**src/rtl/exception_unit_if.sv**
```systemverilog
// Exception unit bus: per-stage exception requests from the pipeline and the
// report/flush/status outputs returned to it.
interface exception_unit_if;
    logic        stall;
    logic [31:0] if_pc;
    logic        if_addr_err;
    logic [31:0] id_pc;
    logic        id_ri;
    logic        id_syscall;
    logic [31:0] ex_pc;
    logic        ex_ovf;
    logic        ex_tr;
    logic [31:0] mem_pc;
    logic [31:0] mem_addr;
    logic        mem_addrl;
    logic        mem_addrs;
    logic        exl;
    logic [69:0] exception_bus;
    logic [3:0]  flush;
    logic        busy;
    logic        panic;
    logic [7:0]  exc_count;

    // Pipeline side: raises requests, consumes the report.
    modport master (
        output stall, if_pc, if_addr_err, id_pc, id_ri, id_syscall,
               ex_pc, ex_ovf, ex_tr, mem_pc, mem_addr, mem_addrl, mem_addrs, exl,
        input  exception_bus, flush, busy, panic, exc_count
    );

    // Exception unit side.
    modport slave (
        input  stall, if_pc, if_addr_err, id_pc, id_ri, id_syscall,
               ex_pc, ex_ovf, ex_tr, mem_pc, mem_addr, mem_addrl, mem_addrs, exl,
        output exception_bus, flush, busy, panic, exc_count
    );
endinterface

```
**src/rtl/exception_unit.sv**
```systemverilog
// Exception unit: picks the oldest pending exception, reports it for one
// cycle, then holds the pipeline flush for DRAIN_CYCLES more cycles.
// A request seen while already at exception level raises a sticky panic.
module exception_unit #(
    parameter int unsigned DRAIN_CYCLES = 2
) (
    input logic              clk,
    input logic              reset,
    exception_unit_if.slave  bus_if
);
    typedef enum logic [1:0] {IDLE, REPORT, DRAIN} state_e;

    localparam logic [3:0] DRAIN_END = 4'(DRAIN_CYCLES);

    state_e      state_q, state_d;
    logic [3:0]  drain_cnt_q, drain_cnt_d;
    logic [69:0] exc_bus_q, exc_bus_d;
    logic [3:0]  flush_q, flush_d;
    logic        busy_q, busy_d;
    logic        panic_q, panic_d;
    logic [7:0]  exc_count_q, exc_count_d;

    logic        req_any;
    logic [5:0]  win_flags;   // {ADDRL, ADDRS, SYSCALL, RI, OVF, TR}
    logic [31:0] win_epc;
    logic [31:0] win_badar;
    logic [3:0]  win_flush;

    // Winner selection: oldest stage first, then the fixed in-stage order.
    always_comb begin
        // NOTE: every signal assigned here gets a default first, so no path can infer a latch.
        req_any   = bus_if.mem_addrl | bus_if.mem_addrs | bus_if.ex_ovf | bus_if.ex_tr |
                    bus_if.id_ri | bus_if.id_syscall | bus_if.if_addr_err;
        win_flags = '0;
        win_epc   = '0;
        win_badar = '0;
        win_flush = '0;
        if (bus_if.mem_addrl) begin
            win_flags = 6'b100000; win_epc = bus_if.mem_pc; win_badar = bus_if.mem_addr; win_flush = 4'b1111;
        end else if (bus_if.mem_addrs) begin
            win_flags = 6'b010000; win_epc = bus_if.mem_pc; win_badar = bus_if.mem_addr; win_flush = 4'b1111;
        end else if (bus_if.ex_ovf) begin
            win_flags = 6'b000010; win_epc = bus_if.ex_pc; win_flush = 4'b0111;
        end else if (bus_if.ex_tr) begin
            win_flags = 6'b000001; win_epc = bus_if.ex_pc; win_flush = 4'b0111;
        end else if (bus_if.id_ri) begin
            win_flags = 6'b000100; win_epc = bus_if.id_pc; win_flush = 4'b0011;
        end else if (bus_if.id_syscall) begin
            win_flags = 6'b001000; win_epc = bus_if.id_pc; win_flush = 4'b0011;
        end else if (bus_if.if_addr_err) begin
            win_flags = 6'b100000; win_epc = bus_if.if_pc; win_badar = bus_if.if_pc; win_flush = 4'b0001;
        end
    end

    // Next-state and next-output logic for the IDLE/REPORT/DRAIN sequence.
    always_comb begin
        state_d     = state_q;
        drain_cnt_d = drain_cnt_q;
        exc_bus_d   = '0;
        flush_d     = flush_q;
        panic_d     = panic_q;
        exc_count_d = exc_count_q;
        unique case (state_q)
            IDLE: begin
                flush_d = '0;
                if (!bus_if.stall && req_any) begin
                    if (bus_if.exl) begin
                        panic_d = 1'b1;
                    end else begin
                        state_d     = REPORT;
                        exc_bus_d   = {win_flags, win_epc, win_badar};
                        flush_d     = win_flush;
                        drain_cnt_d = '0;
                        if (exc_count_q != 8'hFF) exc_count_d = exc_count_q + 8'd1;
                    end
                end
            end
            REPORT: state_d = DRAIN;
            DRAIN: begin
                drain_cnt_d = drain_cnt_q + 4'd1;
                if (drain_cnt_d == DRAIN_END) begin
                    state_d = IDLE;
                    flush_d = '0;
                end
            end
            default: begin
                state_d = IDLE;
                flush_d = '0;
            end
        endcase
        busy_d = (state_d != IDLE);
    end

    // State and registered outputs; reset clears everything at once.
    always_ff @(posedge clk or negedge reset) begin
        if (!reset) begin
            state_q     <= IDLE;
            drain_cnt_q <= '0;
            exc_bus_q   <= '0;
            flush_q     <= '0;
            busy_q      <= 1'b0;
            panic_q     <= 1'b0;
            exc_count_q <= '0;
        end else begin
            // NOTE: non-blocking assignments so every flop samples the pre-edge values.
            state_q     <= state_d;
            drain_cnt_q <= drain_cnt_d;
            exc_bus_q   <= exc_bus_d;
            flush_q     <= flush_d;
            busy_q      <= busy_d;
            panic_q     <= panic_d;
            exc_count_q <= exc_count_d;
        end
    end

    assign bus_if.exception_bus = exc_bus_q;
    assign bus_if.flush         = flush_q;
    assign bus_if.busy          = busy_q;
    assign bus_if.panic         = panic_q;
    assign bus_if.exc_count     = exc_count_q;
endmodule

```
**src/flat_wrapper.sv**
```systemverilog
// flat-port wrapper written by rule: the top's interface ports become plain ports
module exception_unit_flat 
#(
    parameter int unsigned DRAIN_CYCLES = 2
)
  (clk, reset, bus_if_stall, bus_if_if_pc, bus_if_if_addr_err, bus_if_id_pc, bus_if_id_ri, bus_if_id_syscall, bus_if_ex_pc, bus_if_ex_ovf, bus_if_ex_tr, bus_if_mem_pc, bus_if_mem_addr, bus_if_mem_addrl, bus_if_mem_addrs, bus_if_exl, bus_if_exception_bus, bus_if_flush, bus_if_busy, bus_if_panic, bus_if_exc_count);
  exception_unit_if bus_if_i ();
  input logic clk;
  input logic reset;
  input wire logic [$bits(bus_if_i.stall)-1:0] bus_if_stall;
  input wire logic [$bits(bus_if_i.if_pc)-1:0] bus_if_if_pc;
  input wire logic [$bits(bus_if_i.if_addr_err)-1:0] bus_if_if_addr_err;
  input wire logic [$bits(bus_if_i.id_pc)-1:0] bus_if_id_pc;
  input wire logic [$bits(bus_if_i.id_ri)-1:0] bus_if_id_ri;
  input wire logic [$bits(bus_if_i.id_syscall)-1:0] bus_if_id_syscall;
  input wire logic [$bits(bus_if_i.ex_pc)-1:0] bus_if_ex_pc;
  input wire logic [$bits(bus_if_i.ex_ovf)-1:0] bus_if_ex_ovf;
  input wire logic [$bits(bus_if_i.ex_tr)-1:0] bus_if_ex_tr;
  input wire logic [$bits(bus_if_i.mem_pc)-1:0] bus_if_mem_pc;
  input wire logic [$bits(bus_if_i.mem_addr)-1:0] bus_if_mem_addr;
  input wire logic [$bits(bus_if_i.mem_addrl)-1:0] bus_if_mem_addrl;
  input wire logic [$bits(bus_if_i.mem_addrs)-1:0] bus_if_mem_addrs;
  input wire logic [$bits(bus_if_i.exl)-1:0] bus_if_exl;
  output wire logic [$bits(bus_if_i.exception_bus)-1:0] bus_if_exception_bus;
  output wire logic [$bits(bus_if_i.flush)-1:0] bus_if_flush;
  output wire logic [$bits(bus_if_i.busy)-1:0] bus_if_busy;
  output wire logic [$bits(bus_if_i.panic)-1:0] bus_if_panic;
  output wire logic [$bits(bus_if_i.exc_count)-1:0] bus_if_exc_count;
  assign bus_if_i.stall = bus_if_stall;
  assign bus_if_i.if_pc = bus_if_if_pc;
  assign bus_if_i.if_addr_err = bus_if_if_addr_err;
  assign bus_if_i.id_pc = bus_if_id_pc;
  assign bus_if_i.id_ri = bus_if_id_ri;
  assign bus_if_i.id_syscall = bus_if_id_syscall;
  assign bus_if_i.ex_pc = bus_if_ex_pc;
  assign bus_if_i.ex_ovf = bus_if_ex_ovf;
  assign bus_if_i.ex_tr = bus_if_ex_tr;
  assign bus_if_i.mem_pc = bus_if_mem_pc;
  assign bus_if_i.mem_addr = bus_if_mem_addr;
  assign bus_if_i.mem_addrl = bus_if_mem_addrl;
  assign bus_if_i.mem_addrs = bus_if_mem_addrs;
  assign bus_if_i.exl = bus_if_exl;
  assign bus_if_exception_bus = bus_if_i.exception_bus;
  assign bus_if_flush = bus_if_i.flush;
  assign bus_if_busy = bus_if_i.busy;
  assign bus_if_panic = bus_if_i.panic;
  assign bus_if_exc_count = bus_if_i.exc_count;
  exception_unit #(.DRAIN_CYCLES(DRAIN_CYCLES)) u_core (.clk(clk), .reset(reset), .bus_if(bus_if_i));
endmodule
```
**config.mk**
```make
export PLATFORM = sky130hd
export DESIGN_NAME = exception_unit_flat
export DESIGN_NICKNAME = d
export VERILOG_FILES = /design/src/rtl/exception_unit_if.sv /design/src/rtl/exception_unit.sv /design/src/flat_wrapper.sv
export SDC_FILE = /design/constraint.sdc
export NUM_CORES = 1
export LEC_CHECK = 0
export CORE_UTILIZATION = 40
export DETAILED_ROUTE_END_ITERATION = 7
export GPL_TIMING_DRIVEN = 0
export PLACE_DENSITY_LB_ADDON = 0.05
export SLEW_MARGIN = 20
export SYNTH_ARGS = -nofsm -noshare
export SYNTH_HDL_FRONTEND = slang
export SYNTH_SLANG_ARGS = --single-unit
```
**constraint.sdc**
```tcl
create_clock -name clk -period 3.8 [get_ports clk]
set_input_delay 0.38 -clock clk [delete_from_list [all_inputs] [get_ports clk]]
set_output_delay 0.38 -clock clk [all_outputs]
set_load 0.02 [all_outputs]
```
# == After elaboration in Yosys (flattened, before gate mapping) ==
# Index checks and enable logic that the tools add are counted.
# classes
n_addsub,2
n_eq_ne,7
muxes,41
bitwise_logic,8
reduce_logical,9
# ops
cell,count
$mux 32,13
$mux 70,3
$mux 4,11
$mux 6,7
$pmux 4 s3,1
$add 8x1->8 const B,1
$ne 8x8->1 const B,1
$pmux 4 s2,1
$mux 2,3
$or 1x1->1,6
$pmux 2 s3,1
$reduce_and 3->1,2
$add 4x1->4 const B,1
$eq 4x2->1 const B,1
$ne 2x1->1 const B,2
$reduce_and 4->1,1
$reduce_bool 2->1,2
$eq 2x1->1 const B,1
$eq 2x2->1 const B,1
$logic_not 2->1,1
$ne 2x2->1 const B,1
$not 1->1,2
$reduce_and 2->1,1
$logic_and 1x1->1,1
other kinds (2),2
# totals
reg_bits,90
in_bits,171
out_inout_bits,84
word_cells,74

# == Logic depth before layout (Yosys ltp) ==
# depth
depth_word,10
depth_mapped,7
mapped_depth_nobuf,5

# == Worst setup path before layout ==
# Ideal clock, no wire load.
# synth_path
path_type,reg-to-reg
start,register u_core.state_q[1]
end,register u_core.exc_count_q[7] (netlist: u_core.bus_if.exc_count[7])
setup_ps,128
t_arrival_ps,1913
t_required_ps,3672
setup_slack_ps,1759
path_stages_with_launch,7
synth_period_minus_slack_ps,2041
cell_sequence,dfrtp_1 -> or4_1 -> buf_2 -> a21o_1 -> buf_6 -> nor4_4 -> mux2_1
# synth_via
elab_chain_len,2
# synth_rtl
element,line,source
start: declaration,exception_unit.sv:15,"state_e state_q, state_d;"
start signal: assignment,exception_unit.sv:106,state_q <= state_d;
$logic_not 2->1,exception_unit.sv:63,unique case (state_q)
$reduce_and 4->1 (no line),--,
end signal: assignment,exception_unit.sv:112,exc_count_q <= exc_count_d;
end: declaration,exception_unit.sv:21,"logic [7:0] exc_count_q, exc_count_d;"
# Every way passes these cells.
# A chain may end at the register's enable or synchronous reset.

# == Final worst setup path ==
# layout_path
start,register u_core.state_q[0]
end,register u_core.exc_bus_q[49] (netlist: u_core.bus_if.exception_bus[49])
# layout_via
elab_chain_len,2
# layout_rtl
element,line,source
$logic_not 2->1,exception_unit.sv:63,
$mux 70,exception_unit.sv:63,
named net u_core.exc_bus_d[49],exception_unit.sv:17,"logic [69:0] exc_bus_q, exc_bus_d;"
end signal: assignment,exception_unit.sv:108,exc_bus_q <= exc_bus_d;
end: declaration,exception_unit.sv:17,
# The timed path passes the listed nets, and every way through them passes these cells.

==> out/metrics.cfg <==
[logic_synthesis]
ys_ff_latch=90
netlist_area_mm2=0.004105
syn_nets=568
synth.yosys.warnings=0
yosysUniqueCellTypes=39
synth_cells=394
syn_avg_cell_area_um2=10.42
yosysSeqAreaShare_pct=54.86

[run]
max_cap_viol_count=0

[clock_network]
cts.sink_count=90
clk_latency_ps=370
cts_buffers=9
cts_tree=built
clock_path_buffers=2
post_cts_resized=0
cts_root_buffer=clkbuf_8
path_clk_slew_ps=90
cts_setup_buffers=0
htreeDepth=3

[sta]
timing.fmax_ghz=0.4074
fin_hold_ws_ps=484.6
slew_violations=0
period_share_pct=64.60
tightestPinTransition_ps=786.0
grt_setup_unrepaired=no
finalSetupViolCount=0
hold_violations=0
finalWorstSetupSlack_ps=1345
min_period_ps=2455
skew_ps=10.20
slew_headroom_pct=47.17

[place]
post-dp-hpwl_um=11490
place.gp.congestion=0.8307
numPortBuffers=253
dp_cells=781
dpl-instance-area_mm2=0.006833
post-place-ws_ps=987.3

[critical_path]
r2r-end=u_core.bus_if.exception_bus[49]
arrival_ps=2760
crit_required_ps=4100
timing.rr.start=u_core.state_q[0]
ff2ff_setup_slack_ps=1350
cp_max_fo=10
slowest_delay_ps=570
worstSetupEndpoint=u_core.bus_if.exception_bus[49]
r2r.worst_path.cells=5
slowest_stage=nor4_1
crit_path_start_kind=flop
path_class=reg2reg
critical_path.cell_chain=nor4_1, nand2_1, a21oi_1, clkbuf_1, a22o_1
cp-end-kind=flop
critPathBufInv=1
crit_family=compound AO/OA/AOI/OAI gates
startpoint=u_core.state_q[0]
critical_path_cell_count=5

[floorplan]
dieArea_mm2=0.01067
start_util_pct=41.62
num_rows=36
ios=255
core_area_mm2=0.009864
dieHeight_um=103.3
die_x_um=103.3

[power]
p_leak_nw=3.009
power_per_cell_area_mw_per_mm2=387.2
vdd_drop_max_uv=460.7
fin_total_pwr_mw=2.721

[global_route]
track_usage_pct=29.16
grt_overflow_total=0
grt_pass1_vias=4351
grt_max_degree=56
grt_pass1_wl_um=22830
grt_antenna_before_repair=0

[cells_and_area]
final_common_cell=clkdlybuf4s50_1
final_cell_mix=252 x clkdlybuf4s50_1, 90 x dfrtp_1, 64 x a22o_1
finalNonFillerCells=798
nets=834
finalInstanceArea_mm2=0.007029
drive_gt1_share_pct=5.113
antenna_cells=0
area_growth_pct=71.23

[detailed_routing]
vias=4318
dr.pass1.iters=5
wl_per_cell_um=19.15
drcViolationCount=0
ant_nets=0
routed_wirelength_um=15280
viasPerCell=5.411
dr.first_iter.drc_count=142

[run_status]
outcome=complete, no violations

[worst_hold_path]
hold_class=reg2reg

## registers in the layout, indices dropped and copies added (netlist names)
signal / cells
u_core.bus_if.exception_bus: 70
u_core.bus_if.exc_count: 8
u_core.bus_if.flush: 4
u_core.drain_cnt_q: 4
u_core.state_q: 2
u_core.bus_if.busy: 1
u_core.bus_if.panic: 1
## power by group
| part | internal, mW | switching, mW |
|---|---|---|
| logic | 0.475 | 0.434 |
| registers | 1.08 | 0.0845 |
| clock network | 0.303 | 0.350 |
## repair_timing
action / in CTS / in global routing
hold buffers: 1 / 0
setup endpoints to repair: 0 / 0
endpoints found under the hold margin: 35 / 0
## how the worst min path moves through the flow
stage / startpoint / endpoint / slack (ps) / cells after the start
finish: u_core.bus_if.panic / u_core.bus_if.panic / 480 / 1
global route: reset / u_core.bus_if.exc_count[1] / 510 / 2
CTS: reset / u_core.bus_if.exc_count[1] / 480 / 2
detailed placement: reset / u_core.bus_if.exc_count[1] / 300 / 1
global placement: u_core.bus_if.flush[3] / u_core.bus_if.flush[3] / 460 / 1
floorplan: reset / u_core.bus_if.busy / 80 / 0
## routing by layer
layer	part of all wire [%]	wire [um]	global-route usage, %	vias up
met3	9.5	1459	9.341	33
li1	-	-	-	1984
met4	2.9	444	12.57	0
met2	50	7673	49.13	193
met5	0	0	0	-
met1	37	5701	34.31	2108
## stage by stage
stage | util (%) | setup TNS, ps
3_3_place_gp | 68.98 | -87150
2_1_floorplan | - | 0
5_1_grt | 71.26 | 0
4_1_cts | 71.26 | 0
6_report | 71.26 | 0
3_5_place_dp | 69.27 | 0
## cells in the mapped netlist, drive strengths merged
cell type	instances	area, um^2
nor3b	1	7.510
a31o	2	17.52
nor4	4	52.55
nand2b	5	31.28
nand3	35	175.2
buf	11	58.81
a31oi	33	206.5
and3b	1	8.760
a21o	5	37.54
a21boi	1	7.510
a22o	64	560.5
and4b	1	10.01
clkbuf	22	82.58
and3	1	6.260
and4	1	8.760
nor2	42	160.2
mux2	2	22.52
or4	1	7.510
nand4	1	6.260
nand2	38	142.6
a21oi	4	20.02
mux2i	1	10.01
nor3	8	40.04
o211ai	1	7.510
inv	3	11.26
xor2	5	43.79
o2bb2ai	3	26.28
or2	1	6.260
nor4b	1	23.77
ha	3	37.54
o21ai	2	10.01
dfrtp	90	2252
and2	1	6.260
## cell families after synthesis
group	share of synthesized area, %
xor gates and xnor gates	1.067
DFF	54.86
and+or+nand+nor	16.89
AOI/OAI and AO/OA	21.76
muxes	0.7924
adders and majority gates	0.9145
buffers and inverters	3.718
## final cells by class
type,count,area [um^2]
inverters,3,11.26
flip-flops and latches,90,2252
repair buffers,255,2571
clock inverters,5,55.05
clock buffers,11,131.4
fillers,771,2835
well taps,133,166.4
multi-input cells,268,1700
plain buffers,33,141.4
(Power assumes the default switching activity.)
